--- src/rtl/alu_mdu_seq.sv ---
// Execute-stage ALU with an iterative radix-2 multiply/divide unit and HI/LO registers.
// Single-cycle ops complete one edge after accept; MULT/DIV take WIDTH iterations plus a commit cycle.
module alu_mdu_seq #(
    parameter int WIDTH      = 32,
    parameter bit ENABLE_DIV = 1'b1
) (
    input  logic             clk,
    input  logic             rst,
    input  logic             in_valid,
    output logic             in_ready,
    input  logic [3:0]       sel,
    input  logic [WIDTH-1:0] dataA,
    input  logic [WIDTH-1:0] dataB,
    input  logic             flush,
    output logic             out_valid,
    input  logic             out_ready,
    output logic [WIDTH-1:0] result,
    output logic             zero,
    output logic             busy,
    output logic [WIDTH-1:0] hi,
    output logic [WIDTH-1:0] lo
);
    localparam int CW = $clog2(WIDTH);

    typedef enum logic [1:0] {S_IDLE, S_MUL, S_DIV, S_DONE} state_t;

    state_t                 state_q, state_d;
    logic [CW-1:0]          cnt_q, cnt_d;
    logic [2*WIDTH-1:0]     acc_q, acc_d;
    logic [WIDTH-1:0]       mcand_q, mcand_d;
    logic [WIDTH-1:0]       opa_q, opa_d;
    logic                   neg_q, neg_d, neg_rem_q, neg_rem_d;
    logic                   div_q, div_d, dz_q, dz_d, eq_q, eq_d;
    logic                   out_valid_q, out_valid_d, zero_q, zero_d;
    logic [WIDTH-1:0]       result_q, result_d, hi_q, hi_d, lo_q, lo_d;

    logic                   accept, is_mul, is_div, is_sgn, a_neg, b_neg;
    logic [WIDTH-1:0]       a_mag, b_mag, single_res;
    logic [WIDTH:0]         mul_sum, rem_sh, rem_diff;
    logic [2*WIDTH-1:0]     prod_fix;
    logic [WIDTH-1:0]       quo_fix, rem_fix;

    assign in_ready = (state_q == S_IDLE) && (!out_valid_q || out_ready) && !flush;
    assign accept   = in_valid && in_ready;

    assign is_mul = (sel == 4'd5) || (sel == 4'd8);
    assign is_div = ENABLE_DIV && ((sel == 4'd9) || (sel == 4'd10));
    assign is_sgn = (sel == 4'd5) || (sel == 4'd9);
    assign a_neg  = is_sgn && dataA[WIDTH-1];
    assign b_neg  = is_sgn && dataB[WIDTH-1];
    assign a_mag  = a_neg ? -dataA : dataA;
    assign b_mag  = b_neg ? -dataB : dataB;

    // Both engines work on magnitudes; signs are reapplied when the result commits.
    assign mul_sum  = {1'b0, acc_q[2*WIDTH-1:WIDTH]} + (acc_q[0] ? {1'b0, mcand_q} : '0);
    assign rem_sh   = {acc_q[2*WIDTH-1:WIDTH], acc_q[WIDTH-1]};
    assign rem_diff = rem_sh - {1'b0, mcand_q};
    assign prod_fix = neg_q ? -acc_q : acc_q;
    assign quo_fix  = neg_q ? -acc_q[WIDTH-1:0] : acc_q[WIDTH-1:0];
    assign rem_fix  = neg_rem_q ? -acc_q[2*WIDTH-1:WIDTH] : acc_q[2*WIDTH-1:WIDTH];

    always_comb begin
        single_res = '0;
        case (sel)
            4'd0:    single_res = dataA + dataB;
            4'd1:    single_res = dataA - dataB;
            4'd2:    single_res = dataA & dataB;
            4'd3:    single_res = dataA | dataB;
            4'd4:    single_res = dataA ^ dataB;
            4'd6:    single_res = hi_q;
            4'd7:    single_res = lo_q;
            4'd11:   single_res = {{(WIDTH-1){1'b0}}, ($signed(dataA) < $signed(dataB))};
            4'd12:   single_res = {{(WIDTH-1){1'b0}}, (dataA < dataB)};
            4'd13:   single_res = ~(dataA | dataB);
            default: single_res = '0;
        endcase
    end

    always_comb begin
        state_d     = state_q;
        cnt_d       = cnt_q;
        acc_d       = acc_q;
        mcand_d     = mcand_q;
        opa_d       = opa_q;
        neg_d       = neg_q;
        neg_rem_d   = neg_rem_q;
        div_d       = div_q;
        dz_d        = dz_q;
        eq_d        = eq_q;
        out_valid_d = out_valid_q;
        result_d    = result_q;
        zero_d      = zero_q;
        hi_d        = hi_q;
        lo_d        = lo_q;

        if (out_ready) begin
            out_valid_d = 1'b0;
        end

        case (state_q)
            S_IDLE: begin
                if (accept) begin
                    eq_d      = (dataA == dataB);
                    opa_d     = dataA;
                    neg_d     = a_neg ^ b_neg;
                    neg_rem_d = a_neg;
                    dz_d      = (dataB == '0);
                    div_d     = is_div;
                    cnt_d     = '0;
                    if (is_mul) begin
                        state_d = S_MUL;
                        acc_d   = {{WIDTH{1'b0}}, b_mag};
                        mcand_d = a_mag;
                    end else if (is_div) begin
                        state_d = S_DIV;
                        acc_d   = {{WIDTH{1'b0}}, a_mag};
                        mcand_d = b_mag;
                    end else begin
                        out_valid_d = 1'b1;
                        result_d    = single_res;
                        zero_d      = (dataA == dataB);
                    end
                end
            end
            S_MUL, S_DIV: begin
                if (state_q == S_MUL) begin
                    acc_d = {mul_sum, acc_q[WIDTH-1:1]};
                end else if (!rem_diff[WIDTH]) begin
                    acc_d = {rem_diff[WIDTH-1:0], acc_q[WIDTH-2:0], 1'b1};
                end else begin
                    acc_d = {rem_sh[WIDTH-1:0], acc_q[WIDTH-2:0], 1'b0};
                end
                if (cnt_q == CW'(WIDTH-1)) begin
                    state_d = S_DONE;
                    cnt_d   = '0;
                end else begin
                    cnt_d = cnt_q + 1'b1;
                end
            end
            default: begin
                state_d = S_IDLE;
                if (!div_q) begin
                    hi_d = prod_fix[2*WIDTH-1:WIDTH];
                    lo_d = prod_fix[WIDTH-1:0];
                end else if (dz_q) begin
                    hi_d = opa_q;
                    lo_d = '1;
                end else begin
                    hi_d = rem_fix;
                    lo_d = quo_fix;
                end
                out_valid_d = 1'b1;
                result_d    = lo_d;
                zero_d      = eq_q;
            end
        endcase

        // A kill drops the in-flight op, including a commit that would land on this edge.
        if (flush) begin
            state_d     = S_IDLE;
            cnt_d       = '0;
            out_valid_d = 1'b0;
            result_d    = result_q;
            zero_d      = zero_q;
            hi_d        = hi_q;
            lo_d        = lo_q;
        end
    end

    always_ff @(posedge clk) begin
        if (rst) begin
            state_q     <= S_IDLE;
            cnt_q       <= '0;
            acc_q       <= '0;
            mcand_q     <= '0;
            opa_q       <= '0;
            neg_q       <= 1'b0;
            neg_rem_q   <= 1'b0;
            div_q       <= 1'b0;
            dz_q        <= 1'b0;
            eq_q        <= 1'b0;
            out_valid_q <= 1'b0;
            result_q    <= '0;
            zero_q      <= 1'b0;
            hi_q        <= '0;
            lo_q        <= '0;
        end else begin
            state_q     <= state_d;
            cnt_q       <= cnt_d;
            acc_q       <= acc_d;
            mcand_q     <= mcand_d;
            opa_q       <= opa_d;
            neg_q       <= neg_d;
            neg_rem_q   <= neg_rem_d;
            div_q       <= div_d;
            dz_q        <= dz_d;
            eq_q        <= eq_d;
            out_valid_q <= out_valid_d;
            result_q    <= result_d;
            zero_q      <= zero_d;
            hi_q        <= hi_d;
            lo_q        <= lo_d;
        end
    end

    assign out_valid = out_valid_q;
    assign result    = result_q;
    assign zero      = zero_q;
    assign busy      = (state_q != S_IDLE);
    assign hi        = hi_q;
    assign lo        = lo_q;
endmodule

--- config.mk ---
export PLATFORM = sky130hd
export DESIGN_NAME = alu_mdu_seq
export DESIGN_NICKNAME = d
export VERILOG_FILES = /design/src/rtl/alu_mdu_seq.sv
export SDC_FILE = /design/constraint.sdc
export NUM_CORES = 1
export LEC_CHECK = 0
export ABC_AREA = 1
export CORE_MARGIN = 2
export CORE_UTILIZATION = 64
export CTS_BUF_LIST = sky130_fd_sc_hd__clkbuf_2 sky130_fd_sc_hd__clkbuf_4 sky130_fd_sc_hd__clkbuf_8
export CTS_CLUSTER_DIAMETER = 60
export DETAILED_ROUTE_END_ITERATION = 8
export DONT_BUFFER_PORTS = 1
export GPL_TIMING_DRIVEN = 0
export PLACE_DENSITY_LB_ADDON = 0.08
export SYNTH_ARGS = -nofsm -noshare
export SYNTH_HDL_FRONTEND = slang
export SYNTH_SLANG_ARGS = --single-unit
--- constraint.sdc ---
create_clock -name clk -period 3.3 [get_ports clk]
set_clock_uncertainty 0.05 [all_clocks]
set_input_delay 0.66 -clock clk [delete_from_list [all_inputs] [get_ports clk]]
set_output_delay 0.66 -clock clk [all_outputs]
set_load 0.01 [all_outputs]
==> results of run 1 <==
-- kinds of logic after synthesis --
group,after synthesis,synth area share (%)
AO/OA/AOI/OAI,1120,22.7
XOR/XNOR,75,2.45
adder cells (fa/ha/maj),177,8.39
buffers and inverters,927,13.2
flip-flops,238,17.8
AND/OR/NAND/NOR,2242,35.4
-- through the flow --
stage               TNS (ns)  setup WS [ns]  area (sq um)
CTS                        0         0.0348         28400
global placement       -1.25         -0.259         27400
floorplan                  0          0.809         26800
detailed placement     -1.19         -0.161         27400
-- timing repair --
item / in CTS
hold buffers: 0
setup endpoints to repair: 1
resized for setup: 2
pin swaps: 0
-- metal layers --
metal	GRT overflow	global-route usage, %
met3	1	48.7
met1	0	71.0
met5	0	9.45
met4	35	72.8
met2	47	91.6
==> impl_metrics.yaml, run 1 <==
synthesis:
  synth_seq_area_share_pct: 17.8
  netlist_instances: 4779
  avgSynthCellArea_sq_um: 5.60
  synth_edf_count: 0
  synth_flop_cell: "dfxtp_1"
  syn_nets: 5029
  ys_ff_latch: 238
  yosysMostFrequentCell: "nand2_1"
  synthTopCellsByArea: "dfxtp_1 (18%), nand2_1 (16%), inv_1 (9.8%)"
  netlist_area_sq_mm: 0.0268
  yosys.area.top_type_share_pct: 17.8
  ys_top_cells_by_count: "nand2_1 (1140), inv_1 (701), nand3_1 (498)"
  synth_area_leader_cell: "dfxtp_1"
  yosysWarnings: 0
  synthDistinctLibCells: 54
  async_flop_share_pct: 0
clocking:
  cts_sinks: 238
  clockRootBuffer: "clkbuf_8"
  htree_num_levels: 2
  post_cts.repair.setup_buffers: 0
  cts.path.max_buffers: 3
  numCtsBuffers: 43
die:
  fp.dieW_um: 208
  start_util_pct: 65.2
  pin_count: 173
  row_count: 74
  die_y_um: 208
status:
  haltStage: "global routing"
  status: "did not finish"
  error: "[ERROR GRT-0116] Global routing finished with congestion. Check the congestion regions in the DRC Viewer."
global_routing:
  grt_pass1_vias: 35188
  grt_pass1_wl_mm: 229
  grt_max_degree: 14
  grt_overflow_total: 83
  track_usage_pct: 70.5
place:
  placedCellCount: 5312
  dp_hpwl_mm: 114
  io_buffers: 0
  gp_congestion: 1.27
==> run 2, diff against run 1 <==
==> config.mk (replaced) <==
export PLATFORM = sky130hd
export DESIGN_NAME = alu_mdu_seq
export DESIGN_NICKNAME = d
export VERILOG_FILES = /design/src/rtl/alu_mdu_seq.sv
export SDC_FILE = /design/constraint.sdc
export NUM_CORES = 1
export LEC_CHECK = 0
export ABC_AREA = 1
export CORE_MARGIN = 2
export CORE_UTILIZATION = 40
export DETAILED_ROUTE_END_ITERATION = 8
export DONT_BUFFER_PORTS = 1
export GPL_TIMING_DRIVEN = 0
export PLACE_DENSITY_LB_ADDON = 0.15
export SYNTH_ARGS = -nofsm -noshare
export SYNTH_HDL_FRONTEND = slang
export SYNTH_SLANG_ARGS = --single-unit
==> impl_metrics.yaml, run 2 <==
status:
  status: "finished with violations"
  failed_checks: "negative setup slack"
timing:
  setup_tns_ns: -0.112
  rsz0062_at_grt: "no"
  max_slew_margin_pct: 13.0
  setup_viol: 1
  worst_pin_slew_ns: 1.27
  post-route-period-util_pct: 103
  layout_setup_ws_ns: -0.112
  timing.hold.ws_ns: 0.169
  period_minus_slack_ns: 3.41
  final_max_slew_viol_count: 0
  fmax_mhz: 293
  finalHoldViolations: 0
power_and_ir_drop:
  combPwrFrac_pct: 34.6
  power.internal_mw: 5.77
  switching_share_pct: 42.7
  ir_drop_mv: 0.324
  powerDensity_mw_per_mm2: 347
  switchingPower_mw: 4.30
  power_frac_clock_pct: 34.7
  seqPwrFrac_pct: 30.7
  p_leak_nw: 14.1
setup_path:
  reg2regPathDepth: 7
  path_cells: "inv_1 > nand2_1 > inv_2 > nand2_1 > clkbuf_1 > o22ai_1 > a2111oi_0 > nand3_1 > nand2_1 > a21oi_1"
  worstPathRequired_ns: 3.74
  path_delay_family: "compound AO/OA/AOI/OAI gates"
  worstReg2RegStart: "state_q[1]$_SDFFE_PP0P_"
  crit_type: "in2reg"
  slowest_stage: "a2111oi_0"
  timing.critical_path.buf_inv: 3
  path_max_fanout: 10
  crit_path_end_kind: "flop"
  start_kind: "primary input"
  worst_ep_arrival_time_ns: 3.86
  cp_slowest_stage_delay_ns: 1.02
  crit_top_cell: "nand2_1"
  r2r_setup_slack_ns: 0.03
  r2r_end: "acc_q[50]$_SDFFE_PP0P_"
clocking:
  cts.path.max_buffers: 3
  cts_tree: "yes"
  cts_sinks: 238
  clk_pin_slew_ns: 0.06
  hold_buffers: 0
  numCtsBuffers: 31
  clockRootBuffer: "clkbuf_16"
  clk_latency_ns: 0.60
  htree_num_levels: 1
job:
  cap_violations: 0
routing:
  routedWlPerCell_um: 28.0
  vias: 34068
  ant_nets: 0
  dr.first_iter.drc_count: 4040
  drt-vias-per-instance: 5.97
  drc: 0
  drt-total-wl_mm: 160
  dr.pass1.iters: 9
die:
  dieArea_sq_mm: 0.0690
  core_sq_mm: 0.0660
  pin_count: 173
  start_util_pct: 40.6
  die_y_um: 263
  fp.dieW_um: 263
  row_count: 94
layout:
  fin_cells: 5709
  largest_reg_flops: 64
  area_growth_pct: 8.41
  final_nets: 5067
  final_common_cell: "nand2_1"
  layout_common_cells: "nand2_1 (1138), inv_1 (699), nand3_1 (498)"
  final_util_pct: 44.0
  drive_gt1_share_pct: 2.97
  top_register: "acc_q"
synthesis:
  synth_compound_area_share_pct: 22.7
  synth_area_leader_cell: "dfxtp_1"
  avgSynthCellArea_sq_um: 5.60
  muxShareOfSynthArea_pct: 0
  synth_flop_cell: "dfxtp_1"
  synthDistinctLibCells: 54
  async_flop_share_pct: 0
  ys_top_cells_by_count: "nand2_1 (1140), inv_1 (701), nand3_1 (498)"
  netlist_area_sq_mm: 0.0268
  netlist_instances: 4779
  yosys.area.top_type_share_pct: 17.8
  yosysMostFrequentCell: "nand2_1"
  yosysWarnings: 0
  yosys.area_share.simple_pct: 35.4
  syn_nets: 5029
  synthAdderAreaFrac_pct: 8.39
  synthXorXnorAreaFrac_pct: 2.45
  synth_edf_count: 0
  synth_seq_area_share_pct: 17.8
  ys_ff_latch: 238
  synth_top_family_by_area: "simple AND/OR/NAND/NOR gates"
  synthTopCellsByArea: "dfxtp_1 (18%), nand2_1 (16%), inv_1 (9.8%)"
global_routing:
  grt_pass1_wl_mm: 223
  busiest_layer: "met2"
  met1_usage_pct: 50.1
  grt_max_degree: 15
  antenna_found_initial: 6
  grt_pass1_vias: 31685
  track_usage_pct: 44.3
  grt_util_met2_pct: 70.7
  grt_overflow_total: 0
  grtUsageMet3_pct: 9.70
min_path:
  min_path_cells: 2
  hold_start: "dataA[0]"
  hp-class: "in2reg"
  hold_path_end: "mcand_q[0]$_SDFFE_PP0P_"
place:
  dp_hpwl_mm: 135
  gp_congestion: 1.11
  io_buffers: 0
  placedCellCount: 5643
run 2: cell counts after synthesis:
Identical to the previous run, type by type.
run 2: cell families (layout without fill, tap and decap cells):
family          Yosys count  in the layout
flops                   238            238
simple gates           2242           2242
compound gates         1120           1120
fa+ha+maj               177            177
buf+inv                 927            989
xor+xnor                 75             75
other cells               0              4
run 2: final cells by class:
cell class	instances	area, sq um
Timing Repair Buffer	6	57.6
Inverter	724	2730
Antenna cell	4	10.0
Sequential cell	238	4770
Tap cell	864	1080
Multi-Input combinational cell	3614	18500
Buffer	202	830
Clock inverter	19	178
Fill cell	7527	37000
Clock buffer	38	842
run 2: worst max path at each step:
stage,from,end,cells after the start
6_report,sel[3],result[23]$_SDFFE_PP0P_,10
5_1_grt,acc_q[31]$_SDFFE_PP0P_,acc_q[60]$_SDFFE_PP0P_,20
4_1_cts,acc_q[31]$_SDFFE_PP0P_,acc_q[63]$_SDFFE_PP0P_,18
3_5_place_dp,dataB[6],result[24]$_SDFFE_PP0P_,13
3_3_place_gp,dataB[6],result[24]$_SDFFE_PP0P_,13
2_1_floorplan,dataB[6],result[0]$_SDFFE_PP0P_,15
run 2: timing repair:
item                                    in CTS  in global routing
pin swaps                                    1                  2
endpoints found under the setup margin      56                 60
gates resized for setup                     12                 22
setup buffers                                2                  4
run 2: layer usage:
layer	routed length [um]	part of all wire, %	up-vias
li1	-	-	15836
met1	58100	36	15665
met2	69900	44	2007
met3	14900	9.3	554
met4	17000	11	6
met5	39	0.024	-
run 2: metrics by stage:
step                setup WS, ns  total power, mW  instance area, sq um
floorplan                  0.809             5.12                 26800
global placement          -0.720             6.45                 27800
detailed placement        -0.657             6.43                 27800
CTS                      0.00671             9.90                 28900
global route             0.00105             10.4                 29000
finish                    -0.112             10.1                 29000
run 2: power by group through the flow:
| stage | sequential [mW] | combinational, mW | clock [mW] |
|---|---|---|---|
| detailed placement | 3.15 | 3.28 | 0 |
| global route | 3.10 | 3.71 | 3.59 |
| finish | 3.09 | 3.49 | 3.49 |
| global placement | 3.15 | 3.30 | 0 |
| floorplan | 3.10 | 2.02 | 0 |
| CTS | 3.09 | 3.34 | 3.48 |
Power figures use the tool's default switching activity.
